===== src/rtl/mem_arb_pkg.sv =====
`default_nettype none
// ============================================================================
// Module  : mem_arb_pkg
// Brief   : Shared state encodings and parameter defaults for mem_arbiter.
// Revision: 1.0 - initial release
// ============================================================================
package mem_arb_pkg;

    localparam int unsigned C_READ_DELAY = 10;
    localparam int unsigned C_AW         = 16;
    localparam int unsigned C_DW         = 32;

    typedef enum logic [1:0] {
        ST_IDLE      = 2'd0,
        ST_READ_WAIT = 2'd1,
        ST_WRITE     = 2'd2,
        ST_RESP      = 2'd3
    } state_t;

    typedef enum logic {
        OWN_I = 1'b0,
        OWN_D = 1'b1
    } owner_t;

endpackage
`default_nettype wire


===== src/rtl/rr_arbiter2.sv =====
`default_nettype none
// ============================================================================
// Module  : rr_arbiter2
// Brief   : Two-input round-robin arbiter with its last-granted register.
// Revision: 1.0 - initial release
// ============================================================================
module rr_arbiter2 (
    input  logic clk,
    input  logic rst,
    input  logic i_req_i,
    input  logic d_req_i,
    input  logic accept_i,
    output logic i_gnt_o,
    output logic d_gnt_o
);

    // 1 = D was granted last; reset leaves I as last so D wins the first tie.
    logic last_d_q;

    assign d_gnt_o = d_req_i & (~i_req_i | ~last_d_q);
    assign i_gnt_o = i_req_i & ~d_gnt_o;

    always_ff @(posedge clk) begin
        if (rst) begin
            last_d_q <= 1'b0;
        end else if (accept_i && (i_req_i || d_req_i)) begin
            last_d_q <= d_gnt_o;
        end
    end

endmodule
`default_nettype wire


===== src/rtl/mem_arbiter.sv =====
`default_nettype none
// ============================================================================
// Module  : mem_arbiter
// Brief   : Arbitrates I-cache reads and D-cache reads/write-backs onto one
//           fixed-latency memory port.
// Revision: 1.0 - initial release
// ============================================================================
module mem_arbiter
    import mem_arb_pkg::*;
#(
    parameter int unsigned READ_DELAY = C_READ_DELAY,
    parameter int unsigned AW         = C_AW,
    parameter int unsigned DW         = C_DW
) (
    input  logic          clk,
    input  logic          rst,
    input  logic          i_req,
    input  logic [AW-1:0] i_addr,
    output logic          i_ack,
    input  logic          d_req,
    input  logic          d_we,
    input  logic [AW-1:0] d_addr,
    input  logic [DW-1:0] d_wdata,
    output logic          d_ack,
    output logic [DW-1:0] rdata,
    output logic [AW-1:0] m_addr,
    output logic [DW-1:0] m_wdata,
    output logic          m_rden,
    output logic          m_wren,
    input  logic [DW-1:0] m_rdata
);

    localparam logic [7:0] C_RD = 8'(READ_DELAY);

    state_t        state_q, state_d;
    owner_t        owner_q, owner_d;
    logic [7:0]    cnt_q, cnt_d;
    logic [AW-1:0] addr_q, addr_d;
    logic [DW-1:0] wdata_q, wdata_d;
    logic [DW-1:0] rdata_q, rdata_d;
    logic          accept_w;
    logic          i_gnt_w, d_gnt_w;
    logic          rden_w, wren_w, i_ack_w, d_ack_w;

    rr_arbiter2 u_rr (
        .clk      (clk),
        .rst      (rst),
        .i_req_i  (i_req),
        .d_req_i  (d_req),
        .accept_i (accept_w),
        .i_gnt_o  (i_gnt_w),
        .d_gnt_o  (d_gnt_w)
    );

    always_comb begin
        state_d  = state_q;
        owner_d  = owner_q;
        cnt_d    = cnt_q;
        addr_d   = addr_q;
        wdata_d  = wdata_q;
        rdata_d  = rdata_q;
        accept_w = 1'b0;
        rden_w   = 1'b0;
        wren_w   = 1'b0;
        i_ack_w  = 1'b0;
        d_ack_w  = 1'b0;
        case (state_q)
            ST_IDLE: begin
                if (i_req || d_req) begin
                    accept_w = 1'b1;
                    owner_d  = d_gnt_w ? OWN_D : OWN_I;
                    addr_d   = d_gnt_w ? d_addr : i_addr;
                    wdata_d  = d_wdata;
                    cnt_d    = 8'd0;
                    state_d  = (d_gnt_w && d_we) ? ST_WRITE : ST_READ_WAIT;
                end
            end
            ST_READ_WAIT: begin
                cnt_d = cnt_q + 8'd1;
                if (cnt_q == C_RD) begin
                    rden_w  = 1'b1;
                    rdata_d = m_rdata;
                    state_d = ST_RESP;
                end
            end
            ST_WRITE: begin
                wren_w  = 1'b1;
                state_d = ST_RESP;
            end
            ST_RESP: begin
                i_ack_w = (owner_q == OWN_I);
                d_ack_w = (owner_q == OWN_D);
                state_d = ST_IDLE;
            end
            default: state_d = ST_IDLE;
        endcase
    end

    always_ff @(posedge clk) begin
        if (rst) begin
            state_q <= ST_IDLE;
            owner_q <= OWN_I;
            cnt_q   <= 8'd0;
            addr_q  <= '0;
            wdata_q <= '0;
            rdata_q <= '0;
        end else begin
            state_q <= state_d;
            owner_q <= owner_d;
            cnt_q   <= cnt_d;
            addr_q  <= addr_d;
            wdata_q <= wdata_d;
            rdata_q <= rdata_d;
        end
    end

    // Strobes and acks are forced low while reset is held, even before the first edge.
    assign i_ack   = i_ack_w & ~rst;
    assign d_ack   = d_ack_w & ~rst;
    assign m_rden  = rden_w  & ~rst;
    assign m_wren  = wren_w  & ~rst;
    assign rdata   = rdata_q;
    assign m_addr  = addr_q;
    assign m_wdata = wdata_q;

endmodule
`default_nettype wire


===== config.mk =====
export PLATFORM = sky130hd
export DESIGN_NAME = mem_arbiter
export DESIGN_NICKNAME = d
export VERILOG_FILES = /design/src/rtl/mem_arb_pkg.sv /design/src/rtl/rr_arbiter2.sv /design/src/rtl/mem_arbiter.sv
export SDC_FILE = /design/constraint.sdc
export NUM_CORES = 1
export LEC_CHECK = 0
export CAP_MARGIN = 10
export CORE_MARGIN = 3
export CORE_UTILIZATION = 44
export CTS_BUF_LIST = sky130_fd_sc_hd__clkbuf_8
export CTS_CLUSTER_SIZE = 10
export DETAILED_ROUTE_END_ITERATION = 12
export GPL_TIMING_DRIVEN = 0
export HOLD_SLACK_MARGIN = 0.06
export PLACE_DENSITY_LB_ADDON = 0.2
export SKIP_CTS_REPAIR_TIMING = 1
export SLEW_MARGIN = 20
export SYNTH_ARGS = -nofsm -noshare
export SYNTH_HDL_FRONTEND = slang
export SYNTH_SLANG_ARGS = --single-unit

===== constraint.sdc =====
create_clock -name clk -period 3.68 [get_ports clk]
set_input_delay 0.368 -clock clk [delete_from_list [all_inputs] [get_ports clk]]
set_output_delay 0.368 -clock clk [all_outputs]
set_load 0.1 [all_outputs]

Word level (Yosys, flattened, before mapping):

Index checks and enable logic that the tools add are counted.

* add/subtract/negate cells: 1
* equality and inequality tests: 6
* multiplexer cells: 15
* bitwise gates (word level): 10
* reductions and logical operators: 9

Operators by type and width (count)
* 16-bit 2-to-1 mux: 1
* 8-bit one-hot mux with 2 select lines: 1
* 8-bit by 1-bit adder with 8-bit output, second input constant: 1
* 8-bit by 4-bit == test with 1-bit output, second input constant: 1
* 1-bit 2-to-1 mux: 8
* 8-bit 2-to-1 mux: 1
* 2-bit one-hot mux with 4 select lines: 1
* 2-bit AND reduction: 4
* 2-bit 2-to-1 mux: 3
* 1-bit bitwise AND: 5
* 2-bit == test, second input constant: 2
* 2-bit inequality test, second input constant: 2
* 1-bit inverter: 4
* 2-bit by 1-bit == test with 1-bit output, second input constant: 1
* 1-bit logical AND: 2
* 2-bit zero test: 1
* 2-bit nonzero test: 1
* 1-bit logical OR: 1
* 1-bit OR: 1

* bits in registers: 92
* input bits: 101
* output and inout port bits: 84
* logic and storage cells: 48

Longest topological paths before layout:

Gate-level depths: netlist (run 1).

* word-level depth: 7
* gate-level depth with buffers: 8

By module:

A second synthesis (run 1) with hierarchy kept.

* cell total of the unflattened synthesis: 437
* area, all modules: 3631.0 µm²

Modules (own cells, without submodules)
* mem_arbiter: instances 1, cells an instance 430, area each 3565.9 µm²
* rr_arbiter2: instances 1, cells an instance 7, area each 65.1 µm²

Least setup slack after synthesis (run 1):

Ideal clock, no wire load.

* path kind: input to output
* start: in rst
* end: out i_ack
* data arrival time: 2.918 ns
* data required time: 3.312 ns
* slack: 0.394 ns
* cell stages on the path: 3
* path buffers: 2
* cells stage by stage: clkbuf_1 buf_2 nor3b_1

* longest elaborated chain between the ends: 2

RTL lines
* from (decl): RTL line mem_arbiter.sv:16 `input logic rst,`
* 1-bit inverter: RTL line mem_arbiter.sv:118 `assign i_ack = i_ack_w & ~rst;`
* 1-bit bitwise AND: RTL line mem_arbiter.sv:118
* to (decl): RTL line mem_arbiter.sv:19 `output logic i_ack,`

No other way between the ends.

Worst setup path after layout (run 1):

* start: reg cnt_q[1]
* end: out m_rden

* longest elaborated chain between the ends: 4

RTL lines
* from (decl): RTL line mem_arbiter.sv:37 `logic [7:0] cnt_q, cnt_d;`
* from (signal assigned): RTL line mem_arbiter.sv:110 `cnt_q <= cnt_d;`
* 8-bit by 4-bit == test with 1-bit output: RTL line mem_arbiter.sv:80 `if (cnt_q == C_RD) begin`
* 1-bit 2-to-1 mux: RTL line mem_arbiter.sv:80
* 1-bit 2-to-1 mux: RTL line mem_arbiter.sv:67 `case (state_q)`
* 1-bit bitwise AND: RTL line mem_arbiter.sv:120 `assign m_rden = rden_w & ~rst;`
* to (decl): RTL line mem_arbiter.sv:28 `output logic m_rden,`

No other way between the ends.

==> flow_metrics.env, run 1 <==
export IMPL_status="finished, final reports clean"
export IMPL_cap_viol_max_count=0
export IMPL_power_uw=4014
export IMPL_grt_pass1_wl_mm=17.28
export IMPL_critical_path_class="reg -> out"
export IMPL_start_util_pct=46.40
export IMPL_synth_top_family_by_area="simple AND/OR/NAND/NOR gates"
export IMPL_final_setup_viol_count=0
export IMPL_vdd_ir_drop_max_mv=0.5948
export IMPL_p_comb_share_pct=52.6
export IMPL_synth_enable_flop_cells=0
export IMPL_synth_simple_gate_area_share_pct=19.97
export IMPL_cts_buffers=9
export IMPL_clk_pin_slew_worst_paths_ns=0.08
export IMPL_drt_vias_per_instance=4.901
export IMPL_finClkSkew_ns=0.004941
export IMPL_arrival_ns=2.96
export IMPL_synth_net_count=534
export IMPL_critPathMaxFanout=10
export IMPL_fin_crit_ns=3.329
export IMPL_drt_iter0_drc=108
export IMPL_slew_headroom_pct=31.93
export IMPL_grtUsageTotal_pct=22.15
export IMPL_worst_r2r_cell_count=6
export IMPL_gp_congestion=0.8337
export IMPL_clk_latency_ns=0.35
export IMPL_htreeDepth=3
export IMPL_internal_power_uw=2023
export IMPL_muxShareOfSynthArea_pct=4.376
export IMPL_whs_ns=0.4558
export IMPL_die_area_um2=9448
export IMPL_antenna_found_initial=0
export IMPL_synth_ff_type="dfxtp_1"
export IMPL_hpwl_mm=8.066
export IMPL_ys_warn_count=0
export IMPL_yosysUniqueCellTypes=34
export IMPL_synth_xor_area_share_pct=1.436
export IMPL_hold_viol=0
export IMPL_die_w_um=97.20
export IMPL_cts_path_max_buffers=2
export IMPL_worst_pin_slew_ns=1.018
export IMPL_drc=0
export IMPL_synth_area_per_cell_um2=8.591
export IMPL_grt_overflow_total=0
export IMPL_leakagePower_uw=0.002107
export IMPL_antenna_cells=0
export IMPL_drtPass1Iterations=4
export IMPL_seq_area_frac_synth_pct=49.78
export IMPL_grt_max_degree=15
export IMPL_netlist_instances=426
export IMPL_finalSetupTns_ns=0
export IMPL_start_kind="flip-flop"
export IMPL_portBuffers=183
export IMPL_routedWlPerCell_um=14.35
export IMPL_switchingPower_uw=1991
export IMPL_cts_root_buf="clkbuf_8"
export IMPL_ant_nets=0
export IMPL_ys_seq_elements=91
export IMPL_post_route_util_pct=73.72
export IMPL_synthAdderAreaFrac_pct=2.393
export IMPL_synth_async_reset_ratio_pct=0
export IMPL_grt_pass1_vias=3593
export IMPL_final_max_slew_viol_count=0
export IMPL_cts_tree="done"
export IMPL_io_pins=185
export IMPL_rsz0062_at_grt="no"
export IMPL_seqPwrFrac_pct=30.9
export IMPL_critPathCaptureType="output pin"
export IMPL_power_density_nw_per_um2=690.3
export IMPL_p_clk_share_pct=16.5
export IMPL_chipHeight_um=97.20
export IMPL_synthesis_area_um2=3660
export IMPL_clkSinkCount=91
export IMPL_vias=3563
export IMPL_required_ns=3.31
export IMPL_min_path_type="reg -> reg"
export IMPL_core_area_um2=7888
export IMPL_fin_crit_sh_pct=90.45
export IMPL_synth_compound_area_share_pct=16.75
export IMPL_areaGrowthSynthToFinish_pct=58.87
export IMPL_layout_drive_gt1_share_pct=8.000
export IMPL_wirelength_mm=10.43
export IMPL_nNetsFinal=728
export IMPL_num_rows=32
export IMPL_holdPathStages=2
export IMPL_p_sw_share_pct=49.60
export IMPL_timing_fmax_mhz=300.4
## sequential cells by signal, summed over array words and instances, names as in the netlist
signal and flops:
cnt_q 8, m_addr 16, m_wdata 32, owner_q 1
rdata 32, state_q 2
## critical path, stage by stage, from the launching register on
cell	delay (ns)
dfxtp_1	0.42
ha_1	0.17
nor4b_2	0.27
nand3_1	0.25
buf_2	0.25
nor2_1	0.10
clkdlybuf4s50_1	1.14
## layer usage
| layer | up-vias | track usage (%) | wire length, µm |
|---|---|---|---|
| met5 | - | 0 | 0 |
| met4 | 0 | 9.611 | 267 |
| met3 | 21 | 4.810 | 795 |
| met2 | 145 | 38.11 | 5047 |
| met1 | 1586 | 26.49 | 4322 |
| li1 | 1811 | - | - |
## per-stage QoR
stage / cells / instance area, µm² / setup WS, ns
after floorplan: 426 / 3660 / 0.3939
after global routing: 727 / 5814 / 0.1093
final: 727 / 5814 / 0.3514
after global placement: 711 / 5619 / 0.6533
after detailed placement: 711 / 5619 / 0.7027
after CTS: 727 / 5814 / 0.3086
## logic make-up after synthesis
group,count (synthesis)
AOI/OAI and AO/OA,97
xor gates and xnor gates,6
adders and majority gates,7
buffers and inverters,32
DFF,91
muxes,16
and+or+nand+nor,177
## final cells by class
cell class                 count  area, µm²
clock inverter                 6      57.56
timing repair buffer         183       1832
tap                          102      127.6
sequential                    91       1822
fill                         593       2073
buffer                        29      182.7
clock buffer                  10      137.6
inverter                       3      11.26
multi-input combinational    303       1644
## layout by cell type, fill, tap and decap left out, drive strengths merged, types with 2 or more instances in the layout
master and count:
a211oi 17, a21oi 68, a311oi 3, buf 18, clkbuf 21, clkdlybuf4s50 183
clkinvlp 2, dfxtp 91, ha 7, inv 5, mux2i 16, nand2 130
nand3 5, nor2 26, nor2b 3, nor3 3, nor3b 5, o21ai 3
xnor2 6
## cells in the mapped netlist, types with 4 or more instances
library cell	number	area, µm²
xnor2_1	6	52.55
a21oi_2	14	122.6
ha_1	7	87.58
buf_8	4	60.06
buf_2	11	55.05
a21oi_1	54	270.3
nand2_1	130	488.0
dfxtp_1	91	1822
mux2i_1	16	160.2
a211oi_1	17	127.6
nor2_1	26	97.59
nand3_1	5	25.02
clkbuf_1	11	41.29
nor3b_1	4	30.03
## power groups by stage
stage / Combinational (µW) / Sequential (µW) / Clock (µW)
3_5_place_dp: 2110 / 1260 / 0
5_1_grt: 2230 / 1260 / 719
6_report: 2110 / 1240 / 662
2_1_floorplan: 535 / 2280 / 0
4_1_cts: 2120 / 1240 / 676
3_3_place_gp: 2080 / 1250 / 0
## worst paths after layout
| path | to | slack [ns] | from |
|---|---|---|---|
| setup / recovery | m_rden | 0.35 | cnt_q[1] |
| hold / removal | rdata[0] | 0.46 | rdata[0] |
| setup reg to reg | m_wdata[17] | 1.73 | state_q[0] |
| hold reg to reg | rdata[0] | 0.46 | rdata[0] |
Power figures use the tool's default switching activity.
==> run 2, diff against run 1 <==
--- a/config.mk
+++ b/config.mk
@@ -5,15 +5,14 @@
 export SDC_FILE = /design/constraint.sdc
 export NUM_CORES = 1
 export LEC_CHECK = 0
-export CAP_MARGIN = 10
 export CORE_MARGIN = 3
 export CORE_UTILIZATION = 44
 export CTS_BUF_LIST = sky130_fd_sc_hd__clkbuf_8
 export CTS_CLUSTER_SIZE = 10
 export DETAILED_ROUTE_END_ITERATION = 12
-export GPL_TIMING_DRIVEN = 0
 export HOLD_SLACK_MARGIN = 0.06
 export PLACE_DENSITY_LB_ADDON = 0.2
+export RECOVER_POWER = 50
 export SKIP_CTS_REPAIR_TIMING = 1
 export SLEW_MARGIN = 20
 export SYNTH_ARGS = -nofsm -noshare
==> run 2 against run 1 <==
Effect of this change:
- final area shrank 3.3%
- count of clock-buffer cells in the layout shrank 1
- critical path depth shrank 2
- combinational power is essentially flat
- worst hold slack lost 0.17 ns
- sequential share of layout area grew 1.1 points
- setup slack gained 0.69 ns
- critical path type unchanged
==> flow_metrics.env, run 2 (synthesis results as in run 1) <==
export IMPL_status="finished, final reports clean"
export IMPL_wirelength_mm=10.10
export IMPL_clk_pin_slew_worst_paths_ns=0.08
export IMPL_fillers=636
export IMPL_grt_max_degree=81
export IMPL_drc=0
export IMPL_cts_buffers=9
export IMPL_critPathCaptureType="output pin"
export IMPL_chipHeight_um=97.20
export IMPL_r2r_start="cnt_q[0]"
export IMPL_required_ns=3.31
export IMPL_power_density_nw_per_um2=703.5
export IMPL_fin_crit_ns=2.634
export IMPL_hold_viol=0
export IMPL_grt_pass1_wl_mm=16.48
export IMPL_start_kind="flip-flop"
export IMPL_core_area_um2=7888
export IMPL_grt_overflow_total=0
export IMPL_grtUsageTotal_pct=21.30
export IMPL_cts_path_max_buffers=2
export IMPL_wl_met2_mm=5.008
export IMPL_antenna_found_initial=0
export IMPL_final_setup_viol_count=0
export IMPL_htreeDepth=3
export IMPL_place_ws_ns=1.370
export IMPL_drt_vias_per_instance=4.949
export IMPL_critical_path_class="reg -> out"
export IMPL_io_pins=185
export IMPL_slew_headroom_pct=18.08
export IMPL_top_layer="met4"
export IMPL_final_common_cell="clkdlybuf4s50_1"
export IMPL_dp_cells=688
export IMPL_num_rows=32
export IMPL_power_uw=3956
export IMPL_grt_pass1_vias=3403
export IMPL_clk_latency_ns=0.35
export IMPL_die_w_um=97.20
export IMPL_holdPathStages=2
export IMPL_leakagePower_uw=0.002057
export IMPL_drt_iter0_drc=71
export IMPL_r2r_end="rdata[19]"
export IMPL_vdd_ir_drop_max_mv=0.5473
export IMPL_hpwl_mm=7.528
export IMPL_worst_pin_slew_ns=1.229
export IMPL_areaGrowthSynthToFinish_pct=53.64
export IMPL_cap_viol_max_count=0
export IMPL_mostFrequentLayoutCells="174 x clkdlybuf4s50_1, 130 x nand2_1, 91 x dfxtp_1"
export IMPL_drtPass1Iterations=4
export IMPL_ant_nets=0
export IMPL_fin_crit_sh_pct=71.58
export IMPL_die_area_um2=9448
export IMPL_clkSinkCount=91
export IMPL_fin_ws_ns=1.046
export IMPL_worst_r2r_cell_count=6
export IMPL_cts_root_buf="clkbuf_8"
export IMPL_cts_tree="done"
export IMPL_final_max_slew_viol_count=0
export IMPL_timing_fmax_mhz=379.6
export IMPL_finClkSkew_ns=0.008839
export IMPL_vias=3479
export IMPL_multi_input_area_um2=1603
export IMPL_nNetsFinal=705
export IMPL_portBuffers=184
export IMPL_start_util_pct=46.40
export IMPL_layout_drive_gt1_share_pct=4.659
export IMPL_wl_met1_mm=4.189
export IMPL_min_path_type="in -> reg"
export IMPL_gp_congestion=0.7999
export IMPL_critPathMaxFanout=4
export IMPL_antenna_cells=0
export IMPL_routedWlPerCell_um=14.37
export IMPL_min_to="m_addr[11]"
export IMPL_min_delay_start="rst"
export IMPL_finalSetupTns_ns=0
export IMPL_reg2reg_slack_ns=1.24
export IMPL_wl_met3_um=645
export IMPL_rsz0062_at_grt="no"
export IMPL_stdcell_count=703
export IMPL_regArea_um2=1822
export IMPL_arrival_ns=2.27
run 2: cell types whose count changed in the layout (fill, tap and decap cells not counted), sizes merged:
cell | before | now
clkdlybuf4s50 | 183 | 174
dlygate4sd3 | 0 | 7
inv | 5 | 4
clkbuf | 21 | 11
buf | 18 | 6
clkinv | 1 | 2
run 2: report_power, final:
group / internal, µW / switching, µW
combinational: 546 / 1530
clock: 306 / 333
sequential: 1150 / 92.9
run 2: area by class of cell:
class / instances / area share [%]
Sequential cell: 91 / 32.40
Timing Repair Buffer: 189 / 33.38
Tap cell: 102 / 2.270
Clock inverter: 6 / 1.046
Multi-Input combinational cell: 303 / 28.50
Inverter: 3 / 0.2003
Clock buffer: 9 / 2.203
run 2: layer usage:
layer	GRT usage, %	up-vias
met3	4.594	20
met4	8.747	0
met5	0	-
met1	25.23	1565
li1	-	1764
met2	37.21	130
run 2: metrics by stage:
stage | hold WS [ns] | cell area, µm² | util (%)
after floorplan | 0.4832 | 3660 | -
after global placement | 0.4410 | 5500 | 69.73
after detailed placement | 0.4461 | 5500 | 69.73
after CTS | 0.2758 | 5683 | 72.05
after global routing | 0.2876 | 5623 | 71.29
final | 0.2882 | 5623 | 71.29
run 2: critical path: stages, from the launching register on:
cell and delay [ns]:
dfxtp_1 0.34, inv_1 0.14, ha_1 0.15, nor2b_1 0.14, clkdlybuf4s50_1 1.15
run 2: how the worst max path moves through the flow:
| stage | start | to | slack, ns |
|---|---|---|---|
| 2_1_floorplan | rst | i_ack | 0.39 |
| 3_3_place_gp | i_req | m_addr[0] | 1.42 |
| 3_5_place_dp | i_req | m_addr[0] | 1.37 |
| 4_1_cts | state_q[0] | m_wren | 1.04 |
| 5_1_grt | cnt_q[0] | m_rden | 0.89 |
| 6_report | state_q[0] | m_wren | 1.05 |
==> run 3, diff against run 2 <==
--- a/config.mk
+++ b/config.mk
@@ -6,7 +6,7 @@
 export NUM_CORES = 1
 export LEC_CHECK = 0
 export CORE_MARGIN = 3
-export CORE_UTILIZATION = 44
+export CORE_UTILIZATION = 37
 export CTS_BUF_LIST = sky130_fd_sc_hd__clkbuf_8
 export CTS_CLUSTER_SIZE = 10
 export DETAILED_ROUTE_END_ITERATION = 12
==> constraint.sdc (replaced) <==
create_clock -name clk -period 2.2 [get_ports clk]
set_input_delay 0.22 -clock clk [delete_from_list [all_inputs] [get_ports clk]]
set_output_delay 0.22 -clock clk [all_outputs]
set_load 0.1 [all_outputs]
==> run 3 against run 2 <==
Effect of this change:
- clock skew up 0.0018 ns
- core utilization down 15 points
- global-route usage down 3.5 points
- first-iteration DRC count up 120%
- routed wire length about the same
- die area up 18%
- register-to-register slack worse by 0.96 ns
- combinational power up 53%
- clock power up 89%
- non-clock buffer count up 3
- sequential power up 67%
- largest cell class is now flip-flops and latches
- highest routed layer unchanged
==> flow_metrics.env, run 3 (synthesis results as in run 1) <==
export IMPL_htreeDepth=3
export IMPL_fin_crit_sh_pct=90.09
export IMPL_slew_headroom_pct=18.30
export IMPL_rsz0062_at_grt="no"
export IMPL_vdd_ir_drop_max_mv=0.7801
export IMPL_finClkSkew_ns=0.01059
export IMPL_internal_power_uw=3141
export IMPL_post_route_util_pct=56.31
export IMPL_status="finished, final reports clean"
export IMPL_vias=3452
export IMPL_p_sw_share_pct=51.45
export IMPL_routedWlPerCell_um=13.77
export IMPL_num_rows=35
export IMPL_grt_overflow_total=0
export IMPL_finalSetupTns_ns=0
export IMPL_clk_pin_slew_worst_paths_ns=0.09
export IMPL_leakagePower_uw=0.001901
export IMPL_chipHeight_um=105.5
export IMPL_arrival_ns=1.76
export IMPL_antenna_cells=0
export IMPL_portBuffers=184
export IMPL_final_max_slew_viol_count=0
export IMPL_start_util_pct=38.87
export IMPL_wirelength_mm=10.11
export IMPL_die_w_um=105.5
export IMPL_startpoint="cnt_q[1]"
export IMPL_grt_max_degree=55
export IMPL_hpwl_mm=7.517
export IMPL_cts_path_max_buffers=2
export IMPL_antenna_found_initial=0
export IMPL_clkSinkCount=91
export IMPL_fin_crit_ns=1.982
export IMPL_min_delay_start="rst"
export IMPL_start_kind="flip-flop"
export IMPL_clk_latency_ns=0.34
export IMPL_die_area_um2=11120
export IMPL_nNetsFinal=708
export IMPL_cts_buffers=9
export IMPL_mostFrequentLayoutCells="130 x nand2_1, 99 x clkdlybuf4s50_1, 91 x dfxtp_1"
export IMPL_drt_iter0_drc=154
export IMPL_cap_viol_max_count=0
export IMPL_hold_viol=0
export IMPL_seqPwrFrac_pct=32.0
export IMPL_drc=0
export IMPL_cts_root_buf="clkbuf_8"
export IMPL_worst_pin_slew_ns=1.231
export IMPL_areaGrowthSynthToFinish_pct=44.85
export IMPL_r2r_start="state_q[0]"
export IMPL_grtUsageTotal_pct=17.76
export IMPL_critPathMaxFanout=5
export IMPL_critPathCaptureType="output pin"
export IMPL_grt_pass1_wl_mm=16.20
export IMPL_final_setup_viol_count=0
export IMPL_required_ns=1.98
export IMPL_switchingPower_uw=3328
export IMPL_cts_tree="done"
export IMPL_final_common_cell="nand2_1"
export IMPL_grt_pass1_vias=3337
export IMPL_drt_vias_per_instance=4.703
export IMPL_gp_congestion=0.7905
export IMPL_core_area_um2=9415
export IMPL_power_density_nw_per_um2=1220
export IMPL_layout_drive_gt1_share_pct=8.264
export IMPL_critical_path_class="reg -> out"
export IMPL_ant_nets=0
export IMPL_timing_fmax_mhz=504.5
export IMPL_io_pins=185
export IMPL_reg2reg_slack_ns=0.28
export IMPL_min_path_type="in -> reg"
export IMPL_p_clk_share_pct=18.8
export IMPL_drtPass1Iterations=4
export IMPL_p_comb_share_pct=49.2
[run 3: cell type report]
cell class              instances  area [µm²]
clock inverters                 5       67.56
clock buffers                  11       151.4
inverters                       3       11.26
flip-flops and latches         91        1822
well taps                     129       161.4
repair buffers                192        1433
multi-input cells             303        1655
fillers                       926        4114
[run 3: final timing paths]
| check | to | cells after the start |
|---|---|---|
| worst max register to register | m_addr[1] | 6 |
| worst min register to register | m_wdata[27] | 2 |
| worst max-delay path | m_rden | 5 |
| worst min-delay path | m_wdata[7] | 2 |
[run 3: power by group through the flow]
stage	Sequential [µW]	Clock [µW]	Combinational [µW]
2_1_floorplan	3810	0	896
6_report	2070	1210	3180
4_1_cts	2080	1250	3460
3_5_place_dp	2110	0	3460
5_1_grt	2110	1320	3360
3_3_place_gp	2110	0	3430
[run 3: worst max-delay path, stage by stage, from the launching register on]
cell	delay (ns)
dfxtp_1	0.42
ha_1	0.19
nor4b_2	0.28
nand3_1	0.17
nor2_2	0.16
buf_12	0.19
[run 3: through the flow]
stage	power (µW)	setup slack, ns	area (µm²)	cells	hold slack (ns)
after CTS	6790	0.2045	5640	734	0.2695
after global placement	5532	0.5064	5421	718	0.4429
final	6469	0.2179	5301	734	0.2840
after detailed placement	5571	0.4333	5421	718	0.4509
after floorplan	4708	0.04891	3667	426	0.3352
after global routing	6794	0.02489	5301	734	0.2761
[run 3: metal layers]
metal	track usage [%]	up-vias	wire, µm
met5	0	-	0
met4	4.967	0	114
met3	4.409	12	727
met2	30.05	132	4811
met1	22.43	1535	4455
li1	-	1773	-
